File: src/rtl/bp_host_io_initiator_pkg.sv
`default_nettype none
// ----------------------------------------------------------------------------
// bp_host_io_initiator_pkg: HIO op codes, host address map, BedRock mem message
// Revision: 1.0
// ----------------------------------------------------------------------------
package bp_host_io_initiator_pkg;

  typedef enum logic [0:0] {
    e_bp_default_cfg = 1'b0
  } bp_params_e;

  localparam int paddr_width_p     = 40;
  localparam int cce_block_width_p = 128;
  localparam int hio_data_width_p  = 64;

  function automatic int cfg_num_core(bp_params_e cfg);
    return (cfg == e_bp_default_cfg) ? 4 : 1;
  endfunction

  typedef enum logic [3:0] {
    e_hio_putchar      = 4'd0,
    e_hio_putchar_core = 4'd1,
    e_hio_getchar      = 4'd2,
    e_hio_finish       = 4'd3,
    e_hio_trace_en_0   = 4'd4,
    e_hio_trace_en_1   = 4'd5,
    e_hio_trace_en_2   = 4'd6,
    e_hio_trace_en_3   = 4'd7,
    e_hio_trace_en_4   = 4'd8,
    e_hio_trace_en_5   = 4'd9,
    e_hio_trace_en_6   = 4'd10,
    e_hio_trace_en_7   = 4'd11,
    e_hio_trace_en_8   = 4'd12,
    e_hio_trace_en_9   = 4'd13
  } bp_hio_op_e;

  typedef enum logic [3:0] {
    e_bedrock_mem_rd    = 4'd0,
    e_bedrock_mem_wr    = 4'd1,
    e_bedrock_mem_uc_rd = 4'd2,
    e_bedrock_mem_uc_wr = 4'd3
  } bp_bedrock_mem_type_e;

  typedef enum logic [2:0] {
    e_bedrock_msg_size_1  = 3'd0,
    e_bedrock_msg_size_2  = 3'd1,
    e_bedrock_msg_size_4  = 3'd2,
    e_bedrock_msg_size_8  = 3'd3,
    e_bedrock_msg_size_16 = 3'd4,
    e_bedrock_msg_size_32 = 3'd5,
    e_bedrock_msg_size_64 = 3'd6
  } bp_bedrock_msg_size_e;

  typedef struct packed {
    logic [7:0]               payload;
    bp_bedrock_msg_size_e     size;
    logic [paddr_width_p-1:0] addr;
    bp_bedrock_mem_type_e     msg_type;
  } bp_bedrock_mem_header_s;

  typedef struct packed {
    logic [cce_block_width_p-1:0] data;
    bp_bedrock_mem_header_s       header;
  } bp_bedrock_cce_mem_msg_s;

  localparam int cce_mem_msg_width_lp = $bits(bp_bedrock_cce_mem_msg_s);

  localparam logic [paddr_width_p-1:0] hio_getchar_addr_gp      = 40'h00_0010_0000;
  localparam logic [paddr_width_p-1:0] hio_putchar_addr_gp      = 40'h00_0010_1000;
  localparam logic [paddr_width_p-1:0] hio_finish_addr_gp       = 40'h00_0010_2000;
  localparam logic [paddr_width_p-1:0] hio_putchar_core_addr_gp = 40'h00_0010_3000;
  localparam logic [paddr_width_p-1:0] hio_trace_en_addr_gp     = 40'h00_0010_4018;

endpackage
`default_nettype wire

File: src/rtl/bp_host_io_initiator_cmd_encode.sv
`default_nettype none
// ----------------------------------------------------------------------------
// bp_hio_cmd_encode: combinational HIO op -> uncached io_cmd message mapping
// Revision: 1.0
// ----------------------------------------------------------------------------
module bp_hio_cmd_encode
  import bp_host_io_initiator_pkg::*;
#(
  parameter int core_id_width_p = 2
)
(
  input  logic [3:0]                      op_i,
  input  logic [core_id_width_p-1:0]      core_i,
  input  logic [hio_data_width_p-1:0]     data_i,
  output logic [cce_mem_msg_width_lp-1:0] msg_o,
  output logic                            is_read_o,
  output logic                            is_finish_o
);

  bp_bedrock_cce_mem_msg_s  msg;
  logic [paddr_width_p-1:0] core_offset;
  logic [3:0]               trace_k;

  assign core_offset = paddr_width_p'(core_i) << 3;
  assign trace_k     = op_i - 4'(e_hio_trace_en_0);

  always_comb begin
    msg                          = '0;
    msg.header.msg_type          = e_bedrock_mem_uc_wr;
    msg.header.size              = e_bedrock_msg_size_8;
    msg.data[hio_data_width_p-1:0] = data_i;
    case (op_i)
      e_hio_getchar: begin
        msg.header.msg_type = e_bedrock_mem_uc_rd;
        msg.header.addr     = hio_getchar_addr_gp;
      end
      e_hio_putchar:      msg.header.addr = hio_putchar_addr_gp;
      e_hio_finish:       msg.header.addr = hio_finish_addr_gp | core_offset;
      e_hio_putchar_core: msg.header.addr = hio_putchar_core_addr_gp | core_offset;
      default: begin
        // Codes above trace_en_9 are unmapped and leave the address at zero
        if (op_i <= 4'(e_hio_trace_en_9)) begin
          msg.header.addr = hio_trace_en_addr_gp + (paddr_width_p'(trace_k) << 3);
        end
      end
    endcase
  end

  assign msg_o       = msg;
  assign is_read_o   = (op_i == 4'(e_hio_getchar));
  assign is_finish_o = (op_i == 4'(e_hio_finish));

endmodule
`default_nettype wire

File: src/rtl/bp_host_io_initiator.sv
`default_nettype none
// ----------------------------------------------------------------------------
// bp_host_io_initiator: issues HIO io_cmds and checks in-order io_resps
// Revision: 1.0
// ----------------------------------------------------------------------------
module bp_host_io_initiator
  import bp_host_io_initiator_pkg::*;
#(
  parameter bp_params_e bp_params_p       = e_bp_default_cfg,
  parameter int         max_outstanding_p = 8,
  localparam int        num_core_lp       = cfg_num_core(bp_params_p),
  localparam int        core_id_width_lp  = (num_core_lp > 1) ? $clog2(num_core_lp) : 1
)
(
  input  logic                            clk_i,
  input  logic                            reset_n_i,
  input  logic                            req_v_i,
  output logic                            req_ready_and_o,
  input  logic [3:0]                      req_op_i,
  input  logic [core_id_width_lp-1:0]     req_core_i,
  input  logic [hio_data_width_p-1:0]     req_data_i,
  output logic [cce_mem_msg_width_lp-1:0] io_cmd_o,
  output logic                            io_cmd_v_o,
  input  logic                            io_cmd_ready_and_i,
  input  logic [cce_mem_msg_width_lp-1:0] io_resp_i,
  input  logic                            io_resp_v_i,
  output logic                            io_resp_yumi_o,
  output logic                            resp_v_o,
  output logic [hio_data_width_p-1:0]     resp_data_o,
  input  logic                            resp_yumi_i,
  output logic                            credits_empty_o,
  output logic                            finish_sent_o,
  output logic                            error_o
);

  localparam int credit_width_lp = $clog2(max_outstanding_p + 1);
  localparam int ptr_width_lp    = $clog2(max_outstanding_p);
  localparam logic [credit_width_lp-1:0] max_credits_lp = credit_width_lp'(max_outstanding_p);
  localparam logic [credit_width_lp-1:0] one_credit_lp  = credit_width_lp'(1);
  localparam logic [ptr_width_lp-1:0]    last_ptr_lp    = ptr_width_lp'(max_outstanding_p - 1);
  localparam logic [ptr_width_lp-1:0]    one_ptr_lp     = ptr_width_lp'(1);

  typedef struct packed {
    logic [paddr_width_p-1:0] addr;
    logic                     is_read;
  } track_entry_s;

  logic [cce_mem_msg_width_lp-1:0] enc_msg_raw;
  bp_bedrock_cce_mem_msg_s         enc_msg, resp_msg, cmd_q, cmd_d;
  logic                            enc_is_read, enc_is_finish;
  logic                            cmd_v_q, cmd_v_d, cmd_finish_q, cmd_finish_d;
  logic [credit_width_lp-1:0]      credits_q, credits_d, count_q, count_d;
  logic [ptr_width_lp-1:0]         wptr_q, wptr_d, rptr_q, rptr_d;
  track_entry_s                    fifo_mem_q [max_outstanding_p];
  track_entry_s                    fifo_mem_d [max_outstanding_p];
  track_entry_s                    head;
  logic                            resp_v_q, resp_v_d, finish_sent_q, finish_sent_d, error_q, error_d;
  logic [hio_data_width_p-1:0]     resp_data_q, resp_data_d;
  logic                            req_hs, cmd_hs, fifo_empty, fifo_full, resp_is_read, yumi;
  logic                            credit_dec, pop;
  logic                            unused_resp_bits;

  bp_hio_cmd_encode #(.core_id_width_p(core_id_width_lp)) encode (
    .op_i        (req_op_i),
    .core_i      (req_core_i),
    .data_i      (req_data_i),
    .msg_o       (enc_msg_raw),
    .is_read_o   (enc_is_read),
    .is_finish_o (enc_is_finish)
  );

  assign enc_msg      = enc_msg_raw;
  assign resp_msg     = io_resp_i;
  assign head         = fifo_mem_q[rptr_q];
  assign fifo_empty   = (count_q == '0);
  assign fifo_full    = (count_q == max_credits_lp);
  assign resp_is_read = (resp_msg.header.msg_type == e_bedrock_mem_uc_rd);

  assign req_ready_and_o = (~cmd_v_q | io_cmd_ready_and_i) & (credits_q < max_credits_lp) & ~fifo_full;
  assign req_hs          = req_v_i & req_ready_and_o;
  assign cmd_hs          = cmd_v_q & io_cmd_ready_and_i;
  // Read data may only be taken when the single-entry return slot can accept it
  assign yumi            = io_resp_v_i & (~resp_is_read | ~resp_v_q | resp_yumi_i);
  assign credit_dec      = yumi & (credits_q != '0);
  assign pop             = yumi & ~fifo_empty;

  always_comb begin
    cmd_d        = req_hs ? enc_msg : cmd_q;
    cmd_finish_d = req_hs ? enc_is_finish : cmd_finish_q;
    cmd_v_d      = req_hs | (cmd_v_q & ~io_cmd_ready_and_i);

    credits_d = credits_q;
    if (cmd_hs & ~credit_dec) credits_d = credits_q + one_credit_lp;
    else if (~cmd_hs & credit_dec) credits_d = credits_q - one_credit_lp;

    fifo_mem_d = fifo_mem_q;
    if (req_hs) fifo_mem_d[wptr_q] = '{addr: enc_msg.header.addr, is_read: enc_is_read};
    wptr_d = req_hs ? ((wptr_q == last_ptr_lp) ? '0 : wptr_q + one_ptr_lp) : wptr_q;
    rptr_d = pop    ? ((rptr_q == last_ptr_lp) ? '0 : rptr_q + one_ptr_lp) : rptr_q;
    count_d = count_q;
    if (req_hs & ~pop) count_d = count_q + one_credit_lp;
    else if (~req_hs & pop) count_d = count_q - one_credit_lp;

    resp_v_d    = resp_v_q & ~resp_yumi_i;
    resp_data_d = resp_data_q;
    if (yumi & resp_is_read) begin
      resp_v_d    = 1'b1;
      resp_data_d = resp_msg.data[hio_data_width_p-1:0];
    end

    finish_sent_d = finish_sent_q | (cmd_hs & cmd_finish_q);
    error_d       = error_q | (yumi & (fifo_empty | (resp_msg.header.addr != head.addr)));
  end

  always_ff @(posedge clk_i) begin
    if (!reset_n_i) begin
      cmd_q         <= '0;
      cmd_v_q       <= 1'b0;
      cmd_finish_q  <= 1'b0;
      credits_q     <= '0;
      wptr_q        <= '0;
      rptr_q        <= '0;
      count_q       <= '0;
      resp_v_q      <= 1'b0;
      resp_data_q   <= '0;
      finish_sent_q <= 1'b0;
      error_q       <= 1'b0;
    end else begin
      cmd_q         <= cmd_d;
      cmd_v_q       <= cmd_v_d;
      cmd_finish_q  <= cmd_finish_d;
      credits_q     <= credits_d;
      wptr_q        <= wptr_d;
      rptr_q        <= rptr_d;
      count_q       <= count_d;
      resp_v_q      <= resp_v_d;
      resp_data_q   <= resp_data_d;
      finish_sent_q <= finish_sent_d;
      error_q       <= error_d;
    end
  end

  always_ff @(posedge clk_i) begin
    fifo_mem_q <= fifo_mem_d;
  end

  credits_bound_a: assert property (@(posedge clk_i) disable iff (!reset_n_i)
    credits_q <= max_credits_lp);

  assign io_cmd_o        = cmd_q;
  assign io_cmd_v_o      = cmd_v_q;
  assign io_resp_yumi_o  = yumi;
  assign resp_v_o        = resp_v_q;
  assign resp_data_o     = resp_data_q;
  assign credits_empty_o = (credits_q == '0) & ~cmd_v_q;
  assign finish_sent_o   = finish_sent_q;
  assign error_o         = error_q;

  assign unused_resp_bits = ^{resp_msg.data[cce_block_width_p-1:hio_data_width_p],
                              resp_msg.header.payload, resp_msg.header.size, head.is_read};

endmodule
`default_nettype wire

File: config.mk
export PLATFORM = sky130hd
export DESIGN_NAME = bp_host_io_initiator
export DESIGN_NICKNAME = d
export VERILOG_FILES = /design/src/rtl/bp_host_io_initiator_pkg.sv /design/src/rtl/bp_host_io_initiator_cmd_encode.sv /design/src/rtl/bp_host_io_initiator.sv
export SDC_FILE = /design/constraint.sdc
export NUM_CORES = 1
export LEC_CHECK = 0
export CORE_AREA = 2 2 199 201
export CTS_CLUSTER_SIZE = 20
export DETAILED_ROUTE_END_ITERATION = 16
export DIE_AREA = 0 0 201 203
export PLACE_DENSITY_LB_ADDON = 0.15
export REMOVE_ABC_BUFFERS = 1
export SETUP_SLACK_MARGIN = 0.4
export SYNTH_ARGS = -nofsm -noshare
export SYNTH_HDL_FRONTEND = slang
export SYNTH_SLANG_ARGS = --single-unit
File: constraint.sdc
create_clock -name clk_i -period 2.8 [get_ports clk_i]
set_input_delay 0.28 -clock clk_i [delete_from_list [all_inputs] [get_ports clk_i]]
set_output_delay 0.28 -clock clk_i [all_outputs]
set_load 0.02 [all_outputs]
==> impl_results.md <==
- Library cell occupying the most area in the post-synthesis netlist: dfxtp_1
- Hold Path Cell Cnt: 3
- Vias: 7626
- Max Fanout on Critical Path: 4
- Static power due to leakage: 5.23 nW
- Core Rows: 72
- Max transition margin: 0.433
- Skew-Pair Late Insertion Delay: 0.55 ns
- #FFs+latches synth: 230
- Clock Skews: 0.0220 ns
- Hold Worst Slack: 0.268 ns
- Yosys warning count: 0
- Biggest area contributors in the synthesized netlist: dfxtp_1 33%, edfxtp_1 22%, nand2_1 11%
- Antenna diodes: 0
- Detail-routed via count per cell: 4.07
- CTS buffer count: 28
- Total of max-cap violations: 0
- Period minus WS final: 2.38 ns
- Worst Setup Path Type: register to register
- Synth cell types: 43
- Layer carrying the most global-route usage: met2
- WP data arrival: 2.84 ns
- Die outline area: 40800 um2
- Number of global-route vias before repair: 7498
- Met1 routing resource usage after global routing: 0.165
- Synthesized area per cell: 9.82 um2
- Number of buffers added on ports: 331
- Avg WL per Cell: 15.6 um
- Maximum number of pins on one net before global-route repair: 67
- Met2 Track Usage GR: 0.231
- Portion of synthesized cell area occupied by the leading cell type: 0.328
- Flip-flop cell with the highest count after synthesis: dfxtp_1
- Register-to-Register Setup Slack: 0.42 ns
- Number of antenna-violating nets in the routed design: 0
- Required time of the worst setup path: 3.27 ns
- Kind of end point of the critical path: register
- DIE WIDTH: 201 um
- Nets@finish: 1616
- RD Place Congestion: 0.739
- Sequential element share of the synthesized area: 0.553
- Initial Utilization: 0.250
- Summed instance area of the synthesized netlist: 9630 um2
- Clock tree root buffer cell: clkbuf_16
- Final WL: 29200 um
- Reg-to-Reg Start: count_q[0]$_SDFFE_PN0P_
- Share of the clock period used by the worst path: 0.848
- Setup repair after global routing missed its margin: true
- Final HPWL from detailed placement: 20400 um
- Fraction of final layout cells with drive strength greater than 1: 0.0914
- Worst-margin pin slew: 0.851 ns
- Max Freq: 421 MHz
- Pins Over Slew Limit: 0
- Buffer levels on the longest clock path: 3
- Setup violation total in the final timing report: 0
- Class of the most critical hold timing path: input pin to register
- FFs w/ async S/R, synth: 0
- Met3 usage in global routing: 0.0449
- Worst reg2reg endpoint: count_q[3]$_SDFFE_PN0P_
- Global-route wire length before repair: 44000 um
- Number of clock sinks: 230
- Count of cells along the worst register-to-register path: 10
- Floorplan Core Area: 38500 um2
- EDFF count, synth: 72
- Number of ports placed on the die boundary: 513
- Number of design-rule violations left by the first detailed-router iteration: 325
- Cell count after synthesis: 981
- Post-layout util: 0.372
- CTS tree: done
- DRC Markers: 0
- CTS clock-pin slew for the worst setup and hold paths: 0.06 ns
- Syn-to-layout area delta: 48.5%
- Total grt overflow: 0
- Worst vdd ir: 0.000533 V
- Status: finished clean
- Ratio of total power to cell area: 727 nW/um2
- H-tree depth: 1
- First-pass iteration count of the detailed router: 4
- CP Launch Type: register
- Total Routing Usage GR: 0.136
- Number of antenna violations at the first check in global routing: 1
- Crit path launch: count_q[0]$_SDFFE_PN0P_
- Count of final hold-check violations: 0
- Height of the chip: 203 um
- Count of hold buffers inserted by post-cts repair: 0
- Worst setup path endpoint: count_q[3]$_SDFFE_PN0P_
-- where the power goes --
group          leakage (nW)  switching [mW]  internal, mW
sequential             1.95           0.209          3.79
combinational          2.86            1.61          1.36
clock                 0.429            1.43          2.01
total                  5.23            3.25          7.16
-- metrics by stage --
step / TNS [ns] / area, um2 / cells / setup slack [ns] / total power [mW]
2_1_floorplan: -94.18 / 9010 / 933 / -1.82 / 5.66
3_3_place_gp: -0.250 / 13300 / 1820 / -0.144 / 6.98
3_5_place_dp: -0.257 / 13300 / 1820 / -0.144 / 7.00
4_1_cts: 0 / 14300 / 1871 / 0.400 / 10.6
5_1_grt: 0 / 14300 / 1874 / 0.287 / 11.0
6_report: 0 / 14300 / 1874 / 0.425 / 10.4
-- kinds of logic after synthesis --
| kind of cell | count (synthesis) | synth area share |
|---|---|---|
| adder cells (fa/ha/maj) | 20 | 0.0275 |
| flip-flops | 230 | 0.553 |
| multiplexers | 32 | 0.0566 |
| AO/OA/AOI/OAI | 161 | 0.0883 |
| XOR/XNOR | 17 | 0.0155 |
| other | 1 | 0.000389 |
| AND/OR/NAND/NOR | 348 | 0.146 |
| buffers and inverters | 172 | 0.113 |
-- worst max-delay path: stages (launching register included) --
cell	delay, ns
dfxtp_1	0.32
buf_4	0.16
o41ai_2	0.48
ha_4	0.22
inv_1	0.05
ha_1	0.26
a21o_1	0.19
a21oi_2	0.14
xnor2_1	0.08
or3_1	0.30
a21oi_1	0.12
-- per-layer routing --
layer	vias to the layer above	share of wire
met5	-	0.00041
met4	2	0.021
met3	44	0.079
met2	231	0.49
met1	3565	0.41
li1	3784	-
-- Yosys cell counts (all sizes together) (2+ instances only) --
cell type,instances
a21o,3
a21oi,145
and2,2
buf,129
clkbuf,32
dfxtp,158
edfxtp,72
fa,2
ha,18
inv,11
mux2i,14
mux4,18
nand2,272
nand2b,2
nand4,2
nor2,38
nor2b,3
nor3,9
nor4,11
o21ai,3
o2bb2ai,2
or3,3
xnor2,15
xor2,2
-- cell type report --
type	count	area (um2)
sequential	230	5330
clock inverter	13	115
clock buffer	36	761
tap	518	648
fill	3947	24200
timing repair buffer	374	3710
inverter	11	43.8
multi-input combinational	692	3700
-- timing repair --
| action | 4_1_cts | 5_1_grt |
|---|---|---|
| pin swaps | 2 | 5 |
| gates resized for setup | 13 | 7 |
| gates cloned | 0 | 0 |
| setup buffers | 2 | 3 |
| setup endpoints to repair | 114 | 74 |
-- worst min path at each step --
| stage | endpoint | from | slack (ns) |
|---|---|---|---|
| floorplan | io_cmd_o[100]$_SDFFE_PN0P_ | req_data_i[45] | 0.42 |
| global route | io_cmd_o[69]$_SDFFE_PN0P_ | req_data_i[14] | 0.24 |
| detailed placement | io_cmd_o[106]$_SDFFE_PN0P_ | io_cmd_o[106]$_SDFFE_PN0P_ | 0.45 |
| CTS | io_cmd_o[72]$_SDFFE_PN0P_ | req_data_i[17] | 0.22 |
| global placement | resp_data_o[30]$_SDFFE_PN0P_ | resp_data_o[30]$_SDFFE_PN0P_ | 0.44 |
| finish | io_cmd_o[75]$_SDFFE_PN0P_ | req_data_i[20] | 0.27 |
-- flip-flops by register name, summed over array words and instances, names as in the netlist --
| name | cells |
|---|---|
| io_cmd_o | 75 |
| fifo_mem_q | 72 |
| resp_data_o | 64 |
| count_q | 4 |
| credits_q | 4 |
| rptr_q | 3 |
| wptr_q | 3 |
| cmd_finish_q | 1 |
| error_o | 1 |
| finish_sent_o | 1 |
| io_cmd_v_o | 1 |
| resp_v_o | 1 |
-- layout by cell type (no fill, tap or decap), drive strengths merged, types with 2 or more instances in the layout --
cell type / netlist / routed
o21ai: 3 / 3
mux4: 18 / 18
dfxtp: 158 / 158
dlygate4sd2: 0 / 2
mux2i: 14 / 14
nand2b: 2 / 2
xor2: 2 / 2
nand4: 2 / 2
edfxtp: 72 / 72
and2: 2 / 2
xnor2: 15 / 15
nor2b: 3 / 3
clkbuf: 32 / 36
a21o: 3 / 3
buf: 129 / 43
clkinv: 0 / 8
a21oi: 145 / 145
ha: 18 / 18
nor2: 38 / 38
conb: 1 / 114
nor4: 11 / 11
nand2: 272 / 272
nor3: 9 / 9
or3: 3 / 3
inv: 11 / 13
o2bb2ai: 2 / 2
fa: 2 / 2
clkdlybuf4s50: 0 / 328
clkinvlp: 0 / 2
Note: power is estimated with default switching activity, not from simulation.
